===== src/rtl/apb_master_bridge_if.sv =====
// apb_master_bridge_if: host command/response port plus APB initiator bus, bundled for the bridge.
interface apb_master_bridge_if #(
   parameter int ADDR_W = 32,
   parameter int DATA_W = 32
);
   logic              cmd_valid;
   logic              cmd_ready;
   logic              cmd_write;
   logic [ADDR_W-1:0] cmd_addr;
   logic [DATA_W-1:0] cmd_wdata;
   logic              rsp_valid;
   logic              rsp_ready;
   logic [DATA_W-1:0] rsp_rdata;
   logic              rsp_err;
   logic              rsp_timeout;
   logic              busy;
   logic              PSELx;
   logic              PENABLE;
   logic              PWRITE;
   logic [ADDR_W-1:0] PADDR;
   logic [DATA_W-1:0] PWDATA;
   logic [DATA_W-1:0] PRDATA;
   logic              PREADY;
   logic              PSLVERR;
   modport master (
      input  cmd_valid, cmd_write, cmd_addr, cmd_wdata, rsp_ready, PRDATA, PREADY, PSLVERR,
      output cmd_ready, rsp_valid, rsp_rdata, rsp_err, rsp_timeout, busy,
             PSELx, PENABLE, PWRITE, PADDR, PWDATA
   );
   modport slave (
      output cmd_valid, cmd_write, cmd_addr, cmd_wdata, rsp_ready, PRDATA, PREADY, PSLVERR,
      input  cmd_ready, rsp_valid, rsp_rdata, rsp_err, rsp_timeout, busy,
             PSELx, PENABLE, PWRITE, PADDR, PWDATA
   );
endinterface


===== src/rtl/apb_master_bridge.sv =====
// apb_master_bridge: single-command APB initiator with registered outputs and wait-state timeout.
module apb_master_bridge #(
   parameter int ADDR_W         = 32,
   parameter int DATA_W         = 32,
   parameter int TIMEOUT_CYCLES = 16
) (
   input logic                 PCLK,
   input logic                 PRESETn,
   apb_master_bridge_if.master bus
);
   typedef enum logic [1:0] {IDLE, SETUP, ACCESS, RESP} state_t;
   localparam logic [15:0] LAST_WAIT = 16'(TIMEOUT_CYCLES - 1);
   state_t            state, state_d;
   logic [15:0]       wait_cnt, wait_cnt_d;
   logic              psel, psel_d, penable, penable_d, pwrite, pwrite_d;
   logic              rvalid, rvalid_d, rerr, rerr_d, rto, rto_d;
   logic [ADDR_W-1:0] paddr, paddr_d;
   logic [DATA_W-1:0] pwdata, pwdata_d, rdata, rdata_d;
   logic              timed_out;
   always_ff @(posedge PCLK or negedge PRESETn)
      if (!PRESETn) begin
         state    <= IDLE;
         wait_cnt <= '0;
         psel     <= 1'b0;
         penable  <= 1'b0;
         pwrite   <= 1'b0;
         paddr    <= '0;
         pwdata   <= '0;
         rvalid   <= 1'b0;
         rdata    <= '0;
         rerr     <= 1'b0;
         rto      <= 1'b0;
      end else begin
         state    <= state_d;
         wait_cnt <= wait_cnt_d;
         psel     <= psel_d;
         penable  <= penable_d;
         pwrite   <= pwrite_d;
         paddr    <= paddr_d;
         pwdata   <= pwdata_d;
         rvalid   <= rvalid_d;
         rdata    <= rdata_d;
         rerr     <= rerr_d;
         rto      <= rto_d;
      end
   // PSLVERR and PRDATA only matter on the PREADY cycle; a timeout wins otherwise
   always_comb begin
      state_d    = state;
      wait_cnt_d = wait_cnt;
      psel_d     = psel;
      penable_d  = penable;
      pwrite_d   = pwrite;
      paddr_d    = paddr;
      pwdata_d   = pwdata;
      rvalid_d   = rvalid;
      rdata_d    = rdata;
      rerr_d     = rerr;
      rto_d      = rto;
      timed_out  = (TIMEOUT_CYCLES != 0) && (wait_cnt == LAST_WAIT);
      case (state)
         IDLE:
            if (bus.cmd_valid) begin
               state_d  = SETUP;
               psel_d   = 1'b1;
               pwrite_d = bus.cmd_write;
               paddr_d  = bus.cmd_addr;
               pwdata_d = bus.cmd_wdata;
            end
         SETUP: begin
            state_d    = ACCESS;
            penable_d  = 1'b1;
            wait_cnt_d = '0;
         end
         ACCESS:
            if (bus.PREADY || timed_out) begin
               state_d   = RESP;
               psel_d    = 1'b0;
               penable_d = 1'b0;
               rvalid_d  = 1'b1;
               rdata_d   = (bus.PREADY && !pwrite) ? bus.PRDATA : '0;
               rerr_d    = bus.PREADY ? bus.PSLVERR : 1'b1;
               rto_d     = !bus.PREADY;
            end else if (wait_cnt != 16'hFFFF) begin
               wait_cnt_d = wait_cnt + 16'd1;
            end
         RESP:
            if (bus.rsp_ready) begin
               state_d  = IDLE;
               rvalid_d = 1'b0;
               rerr_d   = 1'b0;
               rto_d    = 1'b0;
            end
         default: state_d = IDLE;
      endcase
   end
   assign bus.cmd_ready   = state == IDLE;
   assign bus.busy        = state != IDLE;
   assign bus.PSELx       = psel;
   assign bus.PENABLE     = penable;
   assign bus.PWRITE      = pwrite;
   assign bus.PADDR       = paddr;
   assign bus.PWDATA      = pwdata;
   assign bus.rsp_valid   = rvalid;
   assign bus.rsp_rdata   = rdata;
   assign bus.rsp_err     = rerr;
   assign bus.rsp_timeout = rto;
endmodule


===== src/flat_wrapper.sv =====
// flat-port wrapper written by rule: the top's interface ports become plain ports
module apb_master_bridge_flat 
#(
   parameter int ADDR_W         = 32,
   parameter int DATA_W         = 32,
   parameter int TIMEOUT_CYCLES = 16
)
  (PCLK, PRESETn, bus_cmd_valid, bus_cmd_write, bus_cmd_addr, bus_cmd_wdata, bus_rsp_ready, bus_PRDATA, bus_PREADY, bus_PSLVERR, bus_cmd_ready, bus_rsp_valid, bus_rsp_rdata, bus_rsp_err, bus_rsp_timeout, bus_busy, bus_PSELx, bus_PENABLE, bus_PWRITE, bus_PADDR, bus_PWDATA);
  apb_master_bridge_if #(.ADDR_W(ADDR_W), .DATA_W(DATA_W)) bus_i ();
  input logic PCLK;
  input logic PRESETn;
  input wire logic [$bits(bus_i.cmd_valid)-1:0] bus_cmd_valid;
  input wire logic [$bits(bus_i.cmd_write)-1:0] bus_cmd_write;
  input wire logic [$bits(bus_i.cmd_addr)-1:0] bus_cmd_addr;
  input wire logic [$bits(bus_i.cmd_wdata)-1:0] bus_cmd_wdata;
  input wire logic [$bits(bus_i.rsp_ready)-1:0] bus_rsp_ready;
  input wire logic [$bits(bus_i.PRDATA)-1:0] bus_PRDATA;
  input wire logic [$bits(bus_i.PREADY)-1:0] bus_PREADY;
  input wire logic [$bits(bus_i.PSLVERR)-1:0] bus_PSLVERR;
  output wire logic [$bits(bus_i.cmd_ready)-1:0] bus_cmd_ready;
  output wire logic [$bits(bus_i.rsp_valid)-1:0] bus_rsp_valid;
  output wire logic [$bits(bus_i.rsp_rdata)-1:0] bus_rsp_rdata;
  output wire logic [$bits(bus_i.rsp_err)-1:0] bus_rsp_err;
  output wire logic [$bits(bus_i.rsp_timeout)-1:0] bus_rsp_timeout;
  output wire logic [$bits(bus_i.busy)-1:0] bus_busy;
  output wire logic [$bits(bus_i.PSELx)-1:0] bus_PSELx;
  output wire logic [$bits(bus_i.PENABLE)-1:0] bus_PENABLE;
  output wire logic [$bits(bus_i.PWRITE)-1:0] bus_PWRITE;
  output wire logic [$bits(bus_i.PADDR)-1:0] bus_PADDR;
  output wire logic [$bits(bus_i.PWDATA)-1:0] bus_PWDATA;
  assign bus_i.cmd_valid = bus_cmd_valid;
  assign bus_i.cmd_write = bus_cmd_write;
  assign bus_i.cmd_addr = bus_cmd_addr;
  assign bus_i.cmd_wdata = bus_cmd_wdata;
  assign bus_i.rsp_ready = bus_rsp_ready;
  assign bus_i.PRDATA = bus_PRDATA;
  assign bus_i.PREADY = bus_PREADY;
  assign bus_i.PSLVERR = bus_PSLVERR;
  assign bus_cmd_ready = bus_i.cmd_ready;
  assign bus_rsp_valid = bus_i.rsp_valid;
  assign bus_rsp_rdata = bus_i.rsp_rdata;
  assign bus_rsp_err = bus_i.rsp_err;
  assign bus_rsp_timeout = bus_i.rsp_timeout;
  assign bus_busy = bus_i.busy;
  assign bus_PSELx = bus_i.PSELx;
  assign bus_PENABLE = bus_i.PENABLE;
  assign bus_PWRITE = bus_i.PWRITE;
  assign bus_PADDR = bus_i.PADDR;
  assign bus_PWDATA = bus_i.PWDATA;
  apb_master_bridge #(.ADDR_W(ADDR_W), .DATA_W(DATA_W), .TIMEOUT_CYCLES(TIMEOUT_CYCLES)) u_core (.PCLK(PCLK), .PRESETn(PRESETn), .bus(bus_i));
endmodule

===== config.mk =====
export PLATFORM = sky130hd
export DESIGN_NAME = apb_master_bridge_flat
export DESIGN_NICKNAME = d
export VERILOG_FILES = /design/src/rtl/apb_master_bridge_if.sv /design/src/rtl/apb_master_bridge.sv /design/src/flat_wrapper.sv
export SDC_FILE = /design/constraint.sdc
export NUM_CORES = 1
export LEC_CHECK = 0
export CORE_ASPECT_RATIO = 0.5
export CORE_UTILIZATION = 40
export DETAILED_ROUTE_END_ITERATION = 8
export PLACE_DENSITY_LB_ADDON = 0.2
export RECOVER_POWER = 100
export SETUP_SLACK_MARGIN = 0.15
export SYNTH_ARGS = -nofsm -noshare
export SYNTH_HDL_FRONTEND = slang
export SYNTH_SLANG_ARGS = --single-unit
export TNS_END_PERCENT = 10

===== constraint.sdc =====
create_clock -name PCLK -period 4.31 [get_ports PCLK]
set_input_delay 0.862 -clock PCLK [delete_from_list [all_inputs] [get_ports PCLK]]
set_output_delay 0.862 -clock PCLK [all_outputs]
set_load 0.02 [all_outputs]

# --- Word level (Yosys, flattened, before mapping) ---
# Cells that the tools add are included.
word_totals:
  ff_bits: 120
  inputBits: 103
  output_inout_bits: 104
  elab_cells: 58
classes:
  addsub: 1
  eq_ne: 10
  mux: 20
  n_reduce_logical: 16
ops:
  columns: ["op", "count"]
  rows:
  - ["16-bit 2-to-1 mux", 2]
  - ["32-bit 2-to-1 mux", 1]
  - ["16-bit case mux with 2 select lines", 1]
  - ["16-bit by 1-bit adder with 16-bit output, second input constant", 1]
  - ["16-bit by 4-bit equality test with 1-bit output, second input constant", 1]
  - ["16-bit inequality test, second input constant", 1]
  - ["3-bit AND reduction", 4]
  - ["1-bit case mux with 2 select lines", 5]
  - ["2-bit case mux with 4 select lines", 1]
  - ["2-bit nonzero test", 4]
  - ["1-bit 2-to-1 mux", 7]
  - ["2-bit 2-to-1 mux", 3]
  - ["2-bit inequality test, second input constant", 3]
  - ["2-bit AND reduction", 3]
  - ["2-bit equality test, second input constant", 2]
  - ["2-bit by 1-bit inequality test with 1-bit output, second input constant", 2]
  - ["2-bit by 1-bit equality test with 1-bit output, second input constant", 1]
  - ["1-bit zero test", 2]
  - ["2-bit zero test", 1]
  - ["1-bit logical AND", 1]
  - ["1-bit logical OR", 1]

# --- Logic depth before layout (Yosys ltp) ---
# Gate-level depths: netlist (run 1).
depth:
  word_depth: 4
  ltp_mapped: 9
  ltp_nobuf: 6

# --- Worst setup path after synthesis (run 1) ---
# OpenSTA, ideal clock, no wires.
synth_path:
  path_type: "in2reg"
  startpoint: "in bus_cmd_valid"
  endpoint: "reg u_core.paddr[10], in the netlist u_core.bus.PADDR[10]"
  setup_ps: 125
  t_arrival_ps: 1945
  required_time_ps: 4185
  setup_slack_ps: 2240
  path_stages: 4
  n_path_buf: 2
  path_cell_list: "nand2_1 > clkbuf_1 > clkbuf_1 > mux2_2"
synth_via:
  elab_chain_cells: 1
synth_rtl:
  columns: ["item", "line", "rtl"]
  rows:
  - ["start, declared", "flat_wrapper.sv:12", "input wire logic [$bits(bus_i.cmd_valid)-1:0] bus_cmd_valid;"]
  - ["2-bit AND reduction (no line)", null, null]
  - ["end signal, assigned", "apb_master_bridge.sv:39", "paddr <= paddr_d;"]
  - ["end, declared", "apb_master_bridge.sv:17", "logic [ADDR_W-1:0] paddr, paddr_d;"]
# Every way passes these cells.
# A chain may end at the register's enable or synchronous reset.

# --- Worst setup path after layout (run 1) ---
layout_path:
  startpoint: "in bus_cmd_valid"
  endpoint: "reg u_core.pwdata[2], in the netlist u_core.bus.PWDATA[2]"
layout_via:
  elab_chain_cells: 1
layout_rtl:
  columns: ["item", "line", "rtl"]
  rows:
  - ["2-bit AND reduction (no line)", null, null]
  - ["end signal, assigned", "apb_master_bridge.sv:40", "pwdata <= pwdata_d;"]
  - ["end, declared", "apb_master_bridge.sv:18", "logic [DATA_W-1:0] pwdata, pwdata_d, rdata, rdata_d;"]
# Every way passes these cells.

==> impl_results.md, run 1 <==
* Unrepaired setup endpoints after global routing: no
* Syn Area/Cell at 12.8 µm²
* Total congestion overflow at 0
* Dominant synthesized flop cell: dfrtp_1
* Fraction of the mapped netlist area in compound gates at 11.0%
* First DRT Iteration DRCs at 231
* Seq/Total Area, Yosys at 57.2%
* Total Wirelength at 13300 µm
* Detailed-route DRC error count at 0
* Failing checks: capacitance limit, slew limit
* Initial DRT Pass Iterations at 4
* Yosys Warn Count at 0
* Final hold vios at 0
* Clk sink count at 120
* FFs w/ async S/R, synth at 100%
* Post-CTS setup buffers at 0
* Worst-Margin Slew at 1.96 ns
* CTS clock-pin slew for the worst setup and hold paths at 0.06 ns
* CORE AREA at 0.0127 mm²
* Post-CTS Resized at 0
* Cts bufs inserted at 17
* Most frequent cells in the layout: dfrtp_1, dlygate4sd3_1, clkdlybuf4s50_1
* Number of synthesized flops with an enable pin at 0
* Crit path required time at 4.59 ns
* Dpl cell area at 0.00744 mm²
* Antenna cell count at 0
* Clock skew at 0.00761 ns
* Outcome: finished with violations
* Setup ws final at 0.930 ns
* Fmax at 0.296 GHz
* Critical R2R Launch: u_core.state[0]
* CTS root buffer: clkbuf_16
* Nets at 720
* PwrDens at 739 mW/mm²
* Hold WC Path Type: reg -> reg
* LEAKAGE at 3.62 nW
* Number of global-route vias before repair at 4313
* Crit path kind: in -> reg
* Placed Cells at 763
* Syn Std Cell Area at 0.00525 mm²
* Full die area at 0.0136 mm²
* Vias/cell at 5.12
* CTS tree: yes
* Fin cells at 795
* Synth Area in Adders at 1.19%
* Routed vias at 4072
* Longest Clk Path Bufs at 2
* Mux cell area share after synthesis at 14.9%
* GRT Util Overall at 20.8%
* Die span in y at 83.0 µm
* DR WL met3 at 877 µm
* Worst-Skew Late Latency at 0.40 ns
* Routed length per instance at 16.8 µm
* CTS Hold Bufs at 0
* Max-cap violations at 2
* Met1 Wirelength at 5460 µm
* Hold slack at 0.471 ns
* Seq cells post-synth at 120
* Share of cells above drive strength 1 at 17.0%
* DP HPWL at 9080 µm
* Met2 WL at 6850 µm
* Period utilization at 78.4%
* Top routing layer used: met4
* Period minus WS final at 3.38 ns
* Post-Syn Instances at 411
* Area grow syn2layout at 51.9%
* Commonest non-fill, non-tap cell in the layout: dfrtp_1
* Largest net degree at the start of global routing at 78
* Post-synthesis cell type count at 42
* Synth Area in Simple Gates at 12.3%
* Peak VDD IR at 0.415 mV
* Cell Rows at 29
* Initial core utilization at 41.3%
* Critical hold path startpoint: u_core.bus.rsp_rdata[2]
* Antenna violations before repair at 0
* I/O pins at 207
* Htree depth at 4
* Fillers at 1030
* PortBufs at 206
* Post-route cell area at 0.00798 mm²
* Power, Total at 5.90 mW
* Max-slew violation count at 99
* Syn Nets at 519
* Final setup fails at 0
* DRT antenna net count at 0
* Synth Area in XOR/XNOR at 0%
* First-pass GRT wire length at 22000 µm
* Startpoint Class: input port
* Crit path DAT at 3.66 ns
* Pre-CTS WS at 1.53 ns
* CP startpoint: bus_cmd_valid
* Slew margin rel. at -30.8%
* Largest family of logic cells by synthesized area: multiplexers
* Core Util, Final at 62.6%
* GPL Wtd Cong at 0.848
* Die Width at 164 µm
* Setup TNS at 0 ns
* Crit-path max FO at 36
* Critical Path Sink Type: flop
[synth_stat cells (3+ instances only)]
| master | instances | area, µm² |
|---|---|---|
| a21o_1 | 34 | 255 |
| or3_1 | 4 | 25.0 |
| nor4b_1 | 32 | 280 |
| nor3_1 | 3 | 15.0 |
| o21ai_1 | 3 | 15.0 |
| dfrtp_1 | 120 | 3000 |
| mux2_2 | 65 | 732 |
| a22o_1 | 5 | 43.8 |
| clkbuf_1 | 19 | 71.3 |
| nand4_1 | 3 | 18.8 |
| nor2_1 | 6 | 22.5 |
| buf_6 | 5 | 56.3 |
| nand3_1 | 14 | 70.1 |
| o21ai_0 | 12 | 60.1 |
| o31ai_1 | 7 | 52.6 |
| buf_2 | 3 | 15.0 |
| a21oi_1 | 5 | 25.0 |
| nand2_1 | 23 | 86.3 |
| or4_1 | 5 | 37.5 |
| ha_1 | 5 | 62.6 |
| mux2i_1 | 5 | 50.1 |
| inv_1 | 7 | 26.3 |
[final timing paths]
kind / endpoint / slack [ns] / cells after the start
max in group asynchronous: u_core.bus.PADDR[29] / 1.31 / 2
min: u_core.bus.rsp_rdata[2] / 0.47 / 1
min in group asynchronous: u_core.bus.rsp_rdata[6] / 1.00 / 1
max: u_core.bus.PWDATA[2] / 0.93 / 4
min reg2reg: u_core.bus.rsp_rdata[2] / 0.47 / 1
max reg2reg: u_core.wait_cnt[4] / 1.24 / 6
[critical path: stages]
cell and delay (ns):
dlygate4sd3_1 0.59, nand2_1 0.91, clkbuf_2 0.84, mux2_2 0.42
[routing by layer]
metal / GRT usage, % / vias to the layer above
met1: 24.8 / 2041
met2: 34.8 / 106
li1: - / 1913
met3: 6.94 / 12
met5: 0 / -
met4: 7.83 / 0
[sequential cells by signal (all words and copies together) (netlist names), 2 cells and up]
signal and flops:
u_core.bus.PADDR 32, u_core.bus.PWDATA 32, u_core.bus.rsp_rdata 32, u_core.wait_cnt 16, u_core.state 2
[cell type report]
cell class | instances | area, µm² | area share [%]
repair buffers | 211 | 2090 | 26.2
inverters | 8 | 30.0 | 0.376
clock buffers | 20 | 457 | 5.72
well taps | 170 | 213 | 2.67
multi-input cells | 254 | 2050 | 25.6
flip-flops and latches | 120 | 3000 | 37.6
clock inverters | 12 | 141 | 1.77
[cell families after synthesis]
family | count (synthesis)
AOI/OAI and AO/OA | 77
adders and majority gates | 5
buffers and inverters | 37
DFF | 120
muxes | 70
and+or+nand+nor | 102
[report_power, final]
group	internal [mW]	switching, mW
combinational	1.21	1.41
clock	0.891	0.541
sequential	1.61	0.235
(Power assumes the default switching activity.)
==> inputs of run 2 (changes only) <==
==> constraint.sdc (replaced) <==
create_clock -name PCLK -period 2.9 [get_ports PCLK]
set_input_delay 0.58 -clock PCLK [delete_from_list [all_inputs] [get_ports PCLK]]
set_output_delay 0.58 -clock PCLK [all_outputs]
set_load 0.02 [all_outputs]
==> impl_results.md, run 2 (synthesized netlist as in run 1, its figures left out) <==
* CTS clock-pin slew for the worst setup and hold paths at 0.06 ns (about the same)
* Final hold vios at 0 (unchanged)
* Final setup fails at 0 (unchanged)
* Area grow syn2layout at 52.3%
* Grt peak-use layer: met2
* Worst-Margin Slew at 1.35 ns (-0.613 ns)
* Nets at 727 (+0.97%)
* Largest net degree at the start of global routing at 62 (-21%)
* CORE AREA at 0.0127 mm² (unchanged)
* Hold WC Path Type: in -> async
* Slowest cell on the critical path: dlygate4sd3_1
* GRT Util Overall at 20.9% (+0.15 points)
* Worst R2R Setup Slack at 0.62 ns (-0.62 ns)
* PortBufs at 206 (unchanged)
* Worst-Skew Late Latency at 0.41 ns (about the same)
* I/O pins at 207 (unchanged)
* Dpl cell area at 0.00749 mm² (+0.71%)
* Period utilization at 84.9%
* Crit path kind: reg -> out
* Crit-path max FO at 4 (-89%)
* Htree depth at 4 (unchanged)
* Buffers & Inverters on Critical Path at 3 (+1)
* Detailed-route DRC error count at 0 (unchanged)
* Post-CTS setup buffers at 0 (unchanged)
* CTS Hold Bufs at 0 (unchanged)
* Met2 Use GR at 33.7% (-1.1 points)
* Initial DRT Pass Iterations at 4 (unchanged)
* CTS root buffer: clkbuf_16
* Crit path DAT at 1.88 ns (-1.78 ns)
* Met1 usage at 25.7% (+0.96 points)
* PwrDens at 1100 mW/mm² (+48%)
* Core Util, Final at 62.8% (+0.18 points)
* Share of cells above drive strength 1 at 17.2% (+0.29 points)
* First DRT Iteration DRCs at 235 (+1.7%)
* Critical Path, Cell by Cell: inv_1 -> ha_1 -> inv_1 -> dlygate4sd3_1
* Critical Path Sink Type: primary output
* Antenna cell count at 0 (unchanged)
* Worst path max stage delay at 0.66 ns (-0.25 ns)
* CP dominant cell by count: inv_1
* GPL Wtd Cong at 0.952 (+12%)
* Initial core utilization at 41.3% (unchanged)
* Clk sink count at 120 (unchanged)
* CP startpoint: u_core.state[0]
* Outcome: complete, no violations
* Number of global-route vias before repair at 4168 (-3.4%)
* Fillers at 1030 (unchanged)
* Hold slack at 0.333 ns (-0.138 ns)
* Max-cap violations at 0 (-2)
* Vias/cell at 5.23 (+2.0%)
* Setup TNS at 0 ns (unchanged)
* FF+latch area at 0.00300 mm² (unchanged)
* Crit path required time at 2.32 ns (-2.27 ns)
* Die Width at 164 µm (unchanged)
* DP HPWL at 9430 µm (+3.9%)
* Post-route cell area at 0.00800 mm² (+0.28%)
* Slew margin rel. at 10.1% (+41 points)
* Routed length per instance at 16.9 µm (+0.46%)
* Clock skew at 0.0116 ns (+0.00395 ns)
* First-pass GRT wire length at 22100 µm (+0.22%)
* Cell Rows at 29 (unchanged)
* Max-slew violation count at 0 (-100%)
* Post-CTS Resized at 0 (unchanged)
* DRT antenna net count at 0 (unchanged)
* Delay-heaviest family, CP: buffers and inverters
* Most frequent cells in the layout: dfrtp_1, dlygate4sd3_1, clkdlybuf4s50_1
* GRT met3 Usage at 7.94% (+1.0 points)
* Routed vias at 4191 (+2.9%)
* Critical R2R Launch: u_core.state[0]
* Cts bufs inserted at 17 (unchanged)
* Crit Reg-Reg Endpoint: u_core.wait_cnt[14]
* LEAKAGE at 3.64 nW (+0.67%)
* Unrepaired setup endpoints after global routing: no
* Total congestion overflow at 0 (unchanged)
* CTS tree: yes
* Worst Reg2Reg Path Length in Cells at 8 (+2)
* Startpoint Class: flop
* Fmax at 0.406 GHz
* Longest Clk Path Bufs at 2 (unchanged)
* Peak VDD IR at 0.598 mV (+44%)
* Die span in y at 83.0 µm (unchanged)
* Full die area at 0.0136 mm² (unchanged)
* Antenna violations before repair at 0 (unchanged)
* Commonest non-fill, non-tap cell in the layout: dfrtp_1
* Multi-input logic area at 0.00204 mm² (-0.37%)
* Total Wirelength at 13500 µm (+1.3%)
* Period minus WS final at 2.46 ns
[run 2: cell types whose count changed in the layout (fill, tap and decap cells not counted), moves of 2 or more]
cell,change
clkbuf_1,+4
inv_6,+4
buf_4,+3
clkinvlp_4,-3
clkbuf_8,-2
[run 2: power breakdown]
part           internal (mW)  total (mW)  switching (mW)
registers               2.40        2.73           0.335
clock network           1.29        2.10           0.813
logic                   1.82        3.95            2.13
[run 2: stage by stage]
stage	setup WS [ns]	instances	power (mW)
CTS	0.478	802	9.23
floorplan	0.948	411	5.10
finish	0.438	802	8.78
global placement	0.609	770	7.02
detailed placement	0.582	770	7.08
global route	0.238	802	9.26
[run 2: per-layer routing]
metal / routed length, µm / vias to the layer above
met2: 6720 / 122
met1: 5600 / 2123
met5: 0 / -
li1: - / 1931
met4: 221 / 0
met3: 980 / 15
[run 2: worst reg2reg max path, cell delays in order (launching register included)]
cell      delay [ns]
dfrtp_1         0.38
inv_1           0.13
ha_1            0.19
buf_4           0.28
nand3_1         0.14
o41ai_1         0.42
clkbuf_1        0.32
nor4_1          0.09
a211o_1         0.23
[run 2: area by class of cell]
| class | count | share of cell area [%] |
|---|---|---|
| Clock buffer | 18 | 5.36 |
| Multi-Input combinational cell | 254 | 25.5 |
| Tap cell | 170 | 2.66 |
| Timing Repair Buffer | 218 | 26.6 |
| Inverter | 8 | 0.375 |
| Sequential cell | 120 | 37.5 |
| Clock inverter | 14 | 1.99 |
[run 2: worst max-delay path by stage]
stage,to,slack (ns),cells past startpoint
2_1_floorplan,u_core.bus.PADDR[10],0.95,6
3_3_place_gp,u_core.wait_cnt[13],0.61,5
3_5_place_dp,u_core.wait_cnt[15],0.58,5
4_1_cts,bus_busy,0.48,4
5_1_grt,u_core.bus.rsp_rdata[30],0.24,2
6_report,bus_busy,0.44,4
